## src/rtl/muldiv_pkg.sv

```systemverilog
// muldiv_pkg: shared op/state encodings and ALUControl codes for the iterative mul/div unit.
package muldiv_pkg;
   typedef enum logic [1:0] {OP_UMUL = 2'b00, OP_SMUL = 2'b01, OP_UDIV = 2'b10} op_t;
   typedef enum logic [1:0] {IDLE, RUN, DONE} state_t;
   localparam logic [3:0] ALU_UMUL = 4'b1000;
   localparam logic [3:0] ALU_SMUL = 4'b1001;
   localparam logic [3:0] ALU_DIV  = 4'b1010;
   function automatic op_t decode_op(input logic [1:0] op);
      return (op == 2'b11) ? OP_UMUL : op_t'(op);
   endfunction
endpackage

```

## src/rtl/muldiv_step.sv

```systemverilog
// muldiv_step: one combinational shift-add (mul) or restoring shift-subtract (div) iteration.
module muldiv_step #(
   parameter int WIDTH = 32
) (
   input  logic             i_div,
   input  logic [WIDTH-1:0] i_hi,
   input  logic [WIDTH-1:0] i_lo,
   input  logic [WIDTH-1:0] i_d,
   output logic [WIDTH-1:0] o_hi,
   output logic [WIDTH-1:0] o_lo
);
   logic [WIDTH:0] w_sum, w_rem, w_diff;
   always_comb begin
      w_sum  = {1'b0, i_hi} + (i_lo[0] ? {1'b0, i_d} : '0);
      w_rem  = {i_hi, i_lo[WIDTH-1]};
      w_diff = w_rem - {1'b0, i_d};
      // on borrow the shifted remainder is below the divisor, so its top bit is zero
      o_hi   = i_div ? (w_diff[WIDTH] ? w_rem[WIDTH-1:0] : w_diff[WIDTH-1:0]) : w_sum[WIDTH:1];
      o_lo   = i_div ? {i_lo[WIDTH-2:0], ~w_diff[WIDTH]} : {w_sum[0], i_lo[WIDTH-1:1]};
   end
endmodule

```

## src/rtl/muldiv_seq.sv

```systemverilog
// muldiv_seq: start/busy/done sequencer running WIDTH mul or div steps, with SMUL sign fix-up
// and a short-circuit for divide-by-zero.
module muldiv_seq import muldiv_pkg::*; #(
   parameter int WIDTH = 32
) (
   input  logic             clk,
   input  logic             reset,
   input  logic             start,
   input  logic [1:0]       op,
   input  logic [WIDTH-1:0] a,
   input  logic [WIDTH-1:0] b,
   output logic             busy,
   output logic             done,
   output logic [WIDTH-1:0] result_lo,
   output logic [WIDTH-1:0] result_hi,
   output logic             div_zero
);
   localparam int CW = $clog2(WIDTH);
   state_t           r_state, w_next;
   op_t              r_op, w_op;
   logic [CW-1:0]    r_cnt;
   logic [WIDTH-1:0] r_hi, r_lo, r_d, w_hi, w_lo, w_mag_a, w_mag_b;
   logic             r_neg, r_dz, w_accept, w_last, w_dz, w_div;
   logic [2*WIDTH-1:0] w_prod;
   assign w_op      = decode_op(op);
   assign w_div     = r_op == OP_UDIV;
   assign w_accept  = start && r_state != RUN;
   assign w_last    = r_cnt == CW'(WIDTH - 1);
   assign w_dz      = w_div && r_d == '0;
   assign w_mag_a   = (w_op == OP_SMUL && a[WIDTH-1]) ? -a : a;
   assign w_mag_b   = (w_op == OP_SMUL && b[WIDTH-1]) ? -b : b;
   assign w_prod    = (r_neg && w_last) ? -{w_hi, w_lo} : {w_hi, w_lo};
   assign result_lo = r_lo;
   assign result_hi = r_hi;
   assign div_zero  = r_dz;
   muldiv_step #(.WIDTH(WIDTH)) u_step (
      .i_div(w_div), .i_hi(r_hi), .i_lo(r_lo), .i_d(r_d), .o_hi(w_hi), .o_lo(w_lo)
   );
   always_ff @(posedge clk or posedge reset) begin
      if (reset) r_state <= IDLE;
      else r_state <= w_next;
   end
   always_comb begin
      w_next = r_state;
      busy   = r_state == RUN;
      done   = r_state == DONE;
      if (r_state == RUN) w_next = (w_last || w_dz) ? DONE : RUN;
      else w_next = w_accept ? RUN : IDLE;
   end
   // mul: lo holds the multiplier, d the multiplicand; div: lo holds the dividend, d the divisor
   always_ff @(posedge clk or posedge reset) begin
      if (reset) begin
         r_op  <= OP_UMUL;
         r_cnt <= '0;
         r_hi  <= '0;
         r_lo  <= '0;
         r_d   <= '0;
         r_neg <= 1'b0;
         r_dz  <= 1'b0;
      end else if (w_accept) begin
         r_op  <= w_op;
         r_cnt <= '0;
         r_hi  <= '0;
         r_lo  <= (w_op == OP_UDIV) ? a : w_mag_b;
         r_d   <= (w_op == OP_UDIV) ? b : w_mag_a;
         r_neg <= w_op == OP_SMUL && (a[WIDTH-1] ^ b[WIDTH-1]);
         r_dz  <= 1'b0;
      end else if (r_state == RUN) begin
         r_cnt <= r_cnt + 1'b1;
         if (w_dz) begin
            r_lo <= '1;
            r_hi <= r_lo;
            r_dz <= 1'b1;
         end else begin
            {r_hi, r_lo} <= w_prod;
         end
      end
   end
endmodule

```

## config.mk

```make
export PLATFORM = sky130hd
export DESIGN_NAME = muldiv_seq
export DESIGN_NICKNAME = d
export VERILOG_FILES = /design/src/rtl/muldiv_pkg.sv /design/src/rtl/muldiv_step.sv /design/src/rtl/muldiv_seq.sv
export SDC_FILE = /design/constraint.sdc
export NUM_CORES = 1
export LEC_CHECK = 0
export CAP_MARGIN = 15
export CORE_MARGIN = 5
export CORE_UTILIZATION = 54
export CTS_BUF_LIST = sky130_fd_sc_hd__clkbuf_16
export CTS_CLUSTER_DIAMETER = 150
export CTS_CLUSTER_SIZE = 25
export DETAILED_ROUTE_END_ITERATION = 12
export GPL_ROUTABILITY_DRIVEN = 1
export HOLD_SLACK_MARGIN = 0.03
export PLACE_DENSITY_LB_ADDON = 0.3
export SYNTH_ARGS = -nofsm -noshare
export SYNTH_HDL_FRONTEND = slang
export SYNTH_SLANG_ARGS = --single-unit
```

## constraint.sdc

```tcl
create_clock -name clk -period 14.85 [get_ports clk]
set_input_delay 4.455 -clock clk [delete_from_list [all_inputs] [get_ports clk]]
set_output_delay 4.455 -clock clk [all_outputs]
set_load 0.02 [all_outputs]
```

# Word level (Yosys, flattened, before mapping)
# Cells that the tools add are included.
[word_totals]
register_bits = 107
output_inout_bits = 67
elab_cells = 59
input_bits = 69
[op_classes]
muxes = 24
reduce_logical = 11
n_eq_ne = 8
addsub = 6
bitwise_logic = 2
[op_table]
columns = ["operator", "count"]
rows = [
  ["32-bit 2-to-1 mux", 14],
  ["64-bit 2-to-1 mux", 1],
  ["32-bit negator", 2],
  ["64-bit negator", 1],
  ["32-bit by 33-bit adder with 33-bit output", 1],
  ["33-bit by 32-bit subtractor with 33-bit output", 1],
  ["32-bit zero test", 1],
  ["5-bit 2-to-1 mux", 2],
  ["2-bit == test (second input constant)", 4],
  ["1-bit logical AND", 6],
  ["2-bit 2-to-1 mux", 3],
  ["5-bit by 1-bit adder with 5-bit output (second input constant)", 1],
  ["5-bit == test (second input constant)", 1],
  ["2-bit by 1-bit == test with 1-bit output (second input constant)", 2],
  ["1-bit 2-to-1 mux", 4],
  ["2-bit nonzero test", 2],
  ["2-bit by 1-bit inequality test with 1-bit output (second input constant)", 1],
  ["2-bit AND reduction", 1],
  ["1-bit logical OR", 1],
  ["1-bit NOT", 1],
  ["1-bit bitwise XOR", 1],
]

# Logic depth before layout (Yosys ltp)
# Gate-level depths: netlist of the first run.
[depth]
word_depth = 8
mapped_depth = 23

# Cells and area by module
# From an unflattened synthesis of the first run, not the netlist that was laid out.
[unflattened]
cells_unflattened = 1685
area_unflattened_um2 = 12741.0
[by_module_without_submodules]
columns = ["module", "cells_per_inst", "instances", "area_each_um2", "seq_area_each_um2"]
rows = [
  ["muldiv_seq", 1003, 1, 8037.7, 2677.6],
  ["muldiv_step", 682, 1, 4703.3, 0.0],
]

# Least setup slack after synthesis of the first run
# Ideal clock, no wire load.
[synth_path]
kind = "input to register"
from = "input port b[4]"
to = "register r_lo[31] (netlist: result_lo[31])"
slack_ps = 7926
n_path_buf = 0
arrival_time_ps = 6837
t_required_ps = 14763
cell_stages = 11
cell_sequence = "or3_1 > or4_1 > nor3_1 > and2_1 > nand2_1 > or3_1 > o31ai_1 > a21oi_1 > nor3_1 > a21oi_1 > a22oi_1"
[synth_via]
elab_chain_len = 4
[synth_rtl]
columns = ["element", "line", "text"]
rows = [
  ["start, declared", "muldiv_seq.sv:11", "input logic [WIDTH-1:0] b,"],
  ["32-bit negator", "muldiv_seq.sv:31", "assign w_mag_b = (w_op == OP_SMUL && b[WIDTH-1]) ? -b : b;"],
  ["32-bit 2-to-1 mux", "muldiv_seq.sv:31", ""],
  ["32-bit 2-to-1 mux", "muldiv_seq.sv:64", "r_lo <= (w_op == OP_UDIV) ? a : w_mag_b;"],
  ["32-bit 2-to-1 mux", "muldiv_seq.sv:60", "end else if (w_accept) begin"],
  ["end signal, assigned", "muldiv_seq.sv:64", ""],
  ["end signal, assigned", "muldiv_seq.sv:75", "{r_hi, r_lo} <= w_prod;"],
  ["end, declared", "muldiv_seq.sv:22", "logic [WIDTH-1:0] r_hi, r_lo, r_d, w_hi, w_lo, w_mag_a, w_mag_b;"],
]
# Every way passes these cells.
# A chain may end at the register's enable or synchronous reset.

# Worst setup path after layout of the first run
[layout_path]
from = "input port b[2]"
to = "register r_lo[30] (netlist: result_lo[30])"
# Same word-level chain as after synthesis.

==> results of run 1 <==
[power groups by stage]
stage,Combinational (uW),Sequential (uW),Clock [uW]
2_1_floorplan,2190,703,0
3_5_place_dp,3060,736,0
4_1_cts,3080,732,235
6_report,3140,751,235
3_3_place_gp,2990,732,0
5_1_grt,3450,764,248
[metrics by stage]
stage | utilization (%) | cells
6_report | 62.9 | 2175
4_1_cts | 62.8 | 2174
3_5_place_dp | 61.6 | 2158
3_3_place_gp | 61.6 | 2158
2_1_floorplan | - | 1784
5_1_grt | 62.9 | 2175
[metal layers]
metal	up-vias	part of all wire (%)	global-route usage (%)
met4	0	3.9	12.3
met2	723	44	49.9
met5	-	0	0
li1	6672	-	-
met1	6437	43	45.1
met3	106	9.2	3.79
[cell families (layout without fill, tap and decap cells)]
family | after synthesis | count (layout) | synth area share, %
buffers and inverters | 157 | 229 | 4.68
and+or+nand+nor | 639 | 639 | 23.9
DFF | 107 | 107 | 20.7
xor gates and xnor gates | 159 | 159 | 10.8
AOI/OAI and AO/OA | 598 | 598 | 28.9
muxes | 53 | 53 | 4.13
adders and majority gates | 71 | 71 | 6.98
[area by class of cell]
type	count	area, um^2	area share (%)
clock buffer	9	225	1.52
clock inverter	7	60.1	0.406
inverter	58	220	1.49
multi-input combinational	1520	9710	65.6
sequential	107	2680	18.1
tap	319	399	2.70
timing repair buffer	155	1510	10.2
[cells in the mapped netlist, drive strengths merged (12+ instances only)]
library cell,n,area [um^2]
a31oi,23,144
nor4,23,150
nor2,149,559
nand3,41,205
o31ai,19,143
xnor2,77,674
and2,47,294
nand4,23,156
inv,58,218
nand2,212,798
o21ai,194,971
mux2i,50,500
ha,69,863
o21a,16,120
dfrtp,107,2680
nor3,50,265
clkbuf,76,287
xor2,82,718
buf,23,101
a21oi,153,766
or3,16,100
and3,12,75.1
a211oi,24,185
a22oi,54,405
o211ai,15,113
nand2b,13,81.3
[critical path, stage by stage]
cell and delay, ns:
sky130_fd_sc_hd__clkdlybuf4s50_1 0.49, sky130_fd_sc_hd__or3_1 0.43, sky130_fd_sc_hd__nor3b_1 0.44, sky130_fd_sc_hd__nor3b_1 0.52, sky130_fd_sc_hd__nand2_1 0.26, sky130_fd_sc_hd__o41ai_1 0.50
sky130_fd_sc_hd__nand2_1 0.13, sky130_fd_sc_hd__xnor2_1 0.15, sky130_fd_sc_hd__nand2_1 0.06, sky130_fd_sc_hd__o21ai_0 0.10, sky130_fd_sc_hd__nand2_1 0.11, sky130_fd_sc_hd__o21ai_0 0.08
sky130_fd_sc_hd__a22oi_1 0.19
[sequential cells by signal, indices dropped and copies added (netlist names)]
name       cells
div_zero       1
r_cnt          5
r_d           32
r_neg          1
r_op           2
r_state        2
result_hi     32
result_lo     32
[worst paths after layout]
| path | start | end | slack [ns] | cells past startpoint |
|---|---|---|---|---|
| min | r_neg | r_neg | 0.50 | 2 |
| max | b[2] | result_lo[30] | 7.22 | 13 |
| min reg2reg | r_neg | r_neg | 0.50 | 2 |
| min in group asynchronous | reset | div_zero | 4.54 | 2 |
| max in group asynchronous | reset | result_hi[9] | 9.15 | 3 |
| max reg2reg | result_lo[31] | result_hi[28] | 7.63 | 23 |
==> impl.org, run 1 <==
** Outcome
- Status :: complete, no violations

** Timing
- Final Hold Fails :: 0
- Fin crit period :: 7.63 ns
- Number of pins exceeding their max-slew limit in the final report :: 0
- Worst path setup slack after routing :: 7.22 ns
- Summed over all failing endpoints, the final setup total negative slack is 0 ns.
- Clock Skew :: 0.00796 ns
- Worst slew margin relative to its limit :: 31.0%
- Worst slew pin tran :: 1.03 ns
- The final critical path takes up 51.4% of the cycle.
- On the final layout, the worst hold slack is between 0.5 and 0.6 ns.
- Setup violations remaining at the end of the flow were counted as 0.
- RSZ-0062 raised after global routing :: false
- Based on the critical path, the design can be clocked at up to ~130 MHz.

** Power and ir drop
- Register share of total power :: 18.2%
- The design draws 4120 uW.
- PwrDens :: roughly 280 nW/um^2
- Gate power share :: 76.1%
- The internal portion of the total power is 1820 uW.
- In this run the static leakage power is 0.00585 uW.
- Of the total power, the share spent switching nets is 55.9%.
- Proportion of power drawn by the clock network :: 5.7%
- Reported net switching power :: 2310 uW
- The worst-case IR drop observed on VDD is 132 uV.

** Global route
- Initial antenna violation count :: 0
- After global routing the overflow that remains totals 0.
- Global routing used 31.9% of the available tracks across all layers.
- Pin count of the biggest net entering global routing :: 128
- Wire length of the first global-routing pass :: 69,500 um
- The via count of the first global-routing pass came to 13,100.

** Cells and area
- Fin area :: about 15,000 um^2
- Most used cells in the layout excluding fill and tap cells :: sky130_fd_sc_hd__nand2_1 (209), sky130_fd_sc_hd__o21ai_0 (186), sky130_fd_sc_hd__a21oi_1 (153)
- Ant. Diodes :: 0
- Leaving out fill and tap cells, the most frequent cell in the layout is sky130_fd_sc_hd__nand2_1.
- Of the cells placed in the final design, the portion with a size suffix greater than 1 is 3.72%.
- Compared with the post-synthesis result, the final layout area differs by 14.3%.
- After filler insertion, the fill cell instance count of the layout stands at 2,152.
- After the last flow step, the layout net total stands at ~2,000.

** Critical path
- Maximum fanout along the worst path :: 6
- Critical path endpoint category :: flip-flop
- Critical path launch point type :: input pin
- Worst path arrival time :: 7.90 ns
- Category of the critical setup timing path :: input pin to flip-flop
- At the worst endpoint, the required time is 15.12 ns.

** Clock network
- The later pin in the worst-skew pair is clocked with a latency of approximately 0.35 ns.
- Total clock sinks :: ~110
- Number of clock buffers inserted by TritonCTS :: 9
- CTS tree :: yes
- Clock-pin slew was measured on the worst setup and hold paths at about 0.07 ns.
- Buffers added to address setup during post-CTS repair amount to 0.
- For this design, the CTS-stage hold fixing added 0 buffers.
- Maximum level of the CTS H-tree :: 3
- In this run, post-CTS repair resized a total of 0 instances.
- Clock tree buffer depth :: 2
- Clock tree synthesis selected as its root buffer the cell sky130_fd_sc_hd__clkbuf_16.

** Synthesis
- After synthesis, the netlist uses 84 different library cells.
- Synthesis Warnings :: 0
- Synthesis produced a netlist whose cell count is 1,784.
- For this run, the leading register cell type out of synthesis is sky130_fd_sc_hd__dfrtp_1.
- Share of the yosys chip area belonging to registers :: about 21%
- In this run the mean area of a mapped cell was 7.26 um^2.
- In the synthesized netlist the async set-or-reset flop fraction comes to 100%.
- Cell area after technology mapping :: 12,900 um^2
- The synthesized design contains 0 enable-type register cells.
- Post-Syn Nets :: 1,924
- Seq cells post-synth :: 107

** Route
- Pre-antenna DRT Iters :: 8
- The count of nets left with antenna violations once routing finished came out at 0.
- Residual DRC :: 0
- Dividing the detail-routed wire length by the instance count gives 20.0 um.
- Vias after detailed routing :: 13,900
- Iter 0 DRT Violations :: approximately 1,300
- Dividing the detail-routed via count by the number of cells gives 6.41.
- Total detailed-routing wirelength :: between 40,000 and 50,000 um

** Placed design
- Setup slack at placement :: 6.88 ns
- At the end of routability-driven placement, the weighted congestion stood at 1.00.
- The HPWL after detailed placement is 34,000 um.
- Total cell area at the placement stage :: 14,500 um^2
- Buffers placed on the I/O ports in this run total 135.

** Floorplan
- Area of the core region :: 23,500 um^2
- The die covers 27,200 um^2.
- Cell row count :: 56
- Top-level port count :: 136
- Measured along the x axis, the die boundary spans between 150 and 200 um.
- The initial utilization of the core area, before any placement, comes to 55.0%.
- Die height :: 165 um

** Run
- Total of max-cap violations :: 0

** Min path
- Worst min-delay path category :: flip-flop to flip-flop
No activity file was read; power rests on OpenSTA's default activity.
==> run 2, diff against run 1 <==
clock period = 7 ns   (was 14.85 ns; I/O delays follow)
==> run 2 against run 1 <==
- routed wire length is 5.4% higher
- via count is 2.3% higher
- critical path depth is 8 higher
- non-clock buffer count is 2 higher
- critical path type is now flip-flop to flip-flop
- critical endpoint is now result_hi[30]
- largest power group unchanged
==> impl.org, run 2 (synthesized netlist as in run 1, its figures left out) <==
** Outcome
- Status: complete, no violations (unchanged).

** Timing
- Worst path setup slack after routing :: 0.914 ns (was 7.22 ns)
- Fin crit period :: between 6 and 7 ns
- The post-route clock skew was 0.00795 ns (was 0.00796 ns).
- Worst slew pin tran :: 1.04 ns (was 1.03 ns)
- Final Hold Fails :: 0 (unchanged)
- RSZ-0062 raised after global routing: false (unchanged).
- Final setup violation count :: 0 (unchanged)
- The sum of negative setup slack is 0 ns (unchanged).
- The number of pins exceeding their max-slew limit in the final report is 0 (unchanged).
- Of the available clock period, the critical path in the final layout requires 86.9%.
- The worst-case headroom to the max-slew limit came to 29.0% (was 31.0%).
- Derived from the worst setup path, the maximum achievable clock frequency is 164 MHz.

** Cells and area
- Fraction of final layout cells sized beyond drive strength 1 :: 3.98% (was 3.72%)
- Most common cell after layout, fill and taps aside :: sky130_fd_sc_hd__nand2_1 (unchanged)
- The diode insertion count for antenna repair is 0 (unchanged).
- The final layout net count came to 1,993 (was 1,991).
- Non-Filler Instances :: 2,177 (was 2,175)
- Layout Utilization :: 63.0% (was 62.9%)
- Most used cells in the layout excluding fill and tap cells: sky130_fd_sc_hd__nand2_1 (209), sky130_fd_sc_hd__o21ai_0 (186), sky130_fd_sc_hd__a21oi_1 (153) (unchanged).
- The relative area change from synthesis to final layout was 14.5% (was 14.3%).

** Min path
- The worst hold endpoint was div_zero (was r_neg).
- Worst min-delay path category :: flip-flop to flip-flop (unchanged)
- The startpoint of the lowest-slack hold path is div_zero (was r_neg).
- The cell depth of the worst hold path came to 1 (was 2).

** Critical path
- Capture point of the worst reg-to-reg path :: result_hi[30] (was result_hi[28])
- Critical path launch point type :: flip-flop (was input pin)
- Worst-case register-to-register setup slack :: 0.91 ns (was 7.63 ns)
- The sort of element at the end of the critical path was a flip-flop (unchanged).
- The start-to-end type of the worst setup path was flip-flop to flip-flop (was input pin to flip-flop).
- The origin of the worst setup path is result_lo[31] (was b[2]).
- Critical path required time :: 7.25 ns (was 15.12 ns)
- Reg2Reg Launch Point :: result_lo[31] (unchanged)
- Worst path arrival time :: 6.33 ns (was 7.90 ns)
- Maximum fanout along the worst path :: 6 (unchanged)
- The cell depth of the worst flop-to-flop path was 21 (was 23).

** Floorplan
- The die span in y was 165 um (unchanged).
- The top-level port count was 136 (unchanged).
- The area inside the core boundary was 23,500 um^2 (unchanged).
- The area of the die came to 27,200 um^2 (unchanged).
- The initial core utilization is 55.0% (unchanged).
- Die outline width :: 165 um (unchanged)
- The number of rows created at floorplan is 56 (unchanged).

** Power and ir drop
- Worst IR drop on VDD :: 290 uV (was 132 uV)
- The overall power is 8910 uW (was 4120 uW).
- The power per unit of standard cell area is 601 nW/um^2 (was 278 nW/um^2).
- The leakage power summed over all cells is 0.00586 uW (was 0.00585 uW).

** Placed design
- The worst setup timing slack at the placement stage came to 1.14 ns (was 6.88 ns).
- The number of placed instances with taps included was 2,161 (was 2,158).
- The routability congestion estimate from global placement is 1.14 (was 1.00).
- The half-perimeter wire length of the detailed placement result came to 35,200 um (was 34,000 um).
- The number of buffer cells added on primary ports was 135 (unchanged).

** Clock network
- The number of buffers inserted by post-CTS setup repair was 0 (unchanged).
- Total clock sinks :: 107 (unchanged)
- CTS hold repair buffers :: 0 (unchanged)
- The number of clock buffers inserted by TritonCTS was 9 (unchanged).
- The number of gates given a new drive strength after cts was 0 (unchanged).
- Clock tree buffer depth :: 2 (unchanged)
- CTS tree :: yes (unchanged)
- Maximum level of the CTS H-tree :: 3 (unchanged)
- Source-to-sink clock delay at the later pin of the worst-skew pair :: 0.37 ns (was 0.35 ns)
- The CTS clock-pin slew for the worst setup and hold paths was 0.07 ns (about the same).
- Root Buffer :: sky130_fd_sc_hd__clkbuf_16 (unchanged)

** Route
- The DRC violation count after routing is 0 (unchanged).
- The violation count after the first detailed-routing iteration is 1,895 (was 1,258).
- Routed vias/inst :: 6.55 (was 6.41)
- Pre-antenna DRT Iters :: 6 (was 8)
- Number of nets still failing antenna checks after routing :: 0 (unchanged)
- The count of vias placed by the detailed router came to 14,300 (was 13,900).
- The wire length reported by the detailed router is 46,000 um (was 43,600 um).
- The average wire length per cell after detail routing was 21.1 um (was 20.0 um).

** Global route
- Leftover overflow at the end of global routing :: 0 (unchanged)
- Wire length of the first global-routing pass :: 72,500 um (was 69,500 um)
- The total track usage came to 33.4% (was 31.9%).
- The number of antenna violations at the first check in global routing is 0 (unchanged).
- The largest net degree at the start of global routing was 128 (unchanged).
- The via count of the first global-routing pass is 13,200 (was 13,100).

** Run
- The reported max-cap violation count is 0 (unchanged).
==> run 2: worst max path at each step <==
stage / endpoint / slack (ns) / cells past startpoint
2_1_floorplan: result_hi[28] / 1.69 / 23
3_3_place_gp: result_hi[28] / 1.30 / 23
3_5_place_dp: result_hi[28] / 1.14 / 23
4_1_cts: result_hi[28] / 1.10 / 23
5_1_grt: result_hi[24] / 0.65 / 21
6_report: result_hi[30] / 0.91 / 21
==> run 2: per-stage QoR <==
stage	cell area [um^2]	hold slack, ns
6_report	14800	0.498
3_5_place_dp	14500	0.487
3_3_place_gp	14500	0.484
5_1_grt	14800	0.509
2_1_floorplan	12900	0.463
4_1_cts	14800	0.501
==> run 2: layer usage <==
metal	global-route usage [%]	routed length [um]	share of wire [%]	up-vias
met3	4.44	4570	9.9	119
li1	-	-	-	6675
met1	46.6	19100	42	6635
met5	0	0	0	-
met4	10.7	1500	3.3	0
met2	53.7	20700	45	836
==> run 2: cell type report <==
type                    instances  area [um^2]
flip-flops and latches        107         2680
well taps                     319          399
fillers                      2147         8720
clock inverters                 7         75.1
repair buffers                157         1520
clock buffers                   9          225
multi-input cells            1520         9710
inverters                      58          220
==> run 2: worst max-delay path, stage by stage (launching register included) <==
cell and delay, ns:
sky130_fd_sc_hd__dfrtp_1 0.44, sky130_fd_sc_hd__inv_1 0.13, sky130_fd_sc_hd__ha_1 0.23, sky130_fd_sc_hd__inv_1 0.08, sky130_fd_sc_hd__fa_1 0.43, sky130_fd_sc_hd__a211oi_1 0.48, sky130_fd_sc_hd__o211ai_1 0.14, sky130_fd_sc_hd__nand2_1 0.17
sky130_fd_sc_hd__a2111o_1 0.25, sky130_fd_sc_hd__a211o_1 0.17, sky130_fd_sc_hd__nor2_1 0.16, sky130_fd_sc_hd__a21oi_1 0.24, sky130_fd_sc_hd__ha_1 0.22, sky130_fd_sc_hd__and2_1 0.21, sky130_fd_sc_hd__nand3_1 0.22, sky130_fd_sc_hd__or4_1 0.61
sky130_fd_sc_hd__nor4_2 0.41, sky130_fd_sc_hd__nor3b_1 0.29, sky130_fd_sc_hd__nand4_1 0.26, sky130_fd_sc_hd__o41ai_1 0.57, sky130_fd_sc_hd__xor2_1 0.19, sky130_fd_sc_hd__o21ai_1 0.07
==> run 2: power by group <==
| group | total [uW] | switching (uW) | internal, uW |
|---|---|---|---|
| sequential | 1580 | 645 | 940 |
| clock | 529 | 250 | 280 |
| combinational | 6790 | 4140 | 2650 |
| total | 8910 | 5040 | 3870 |
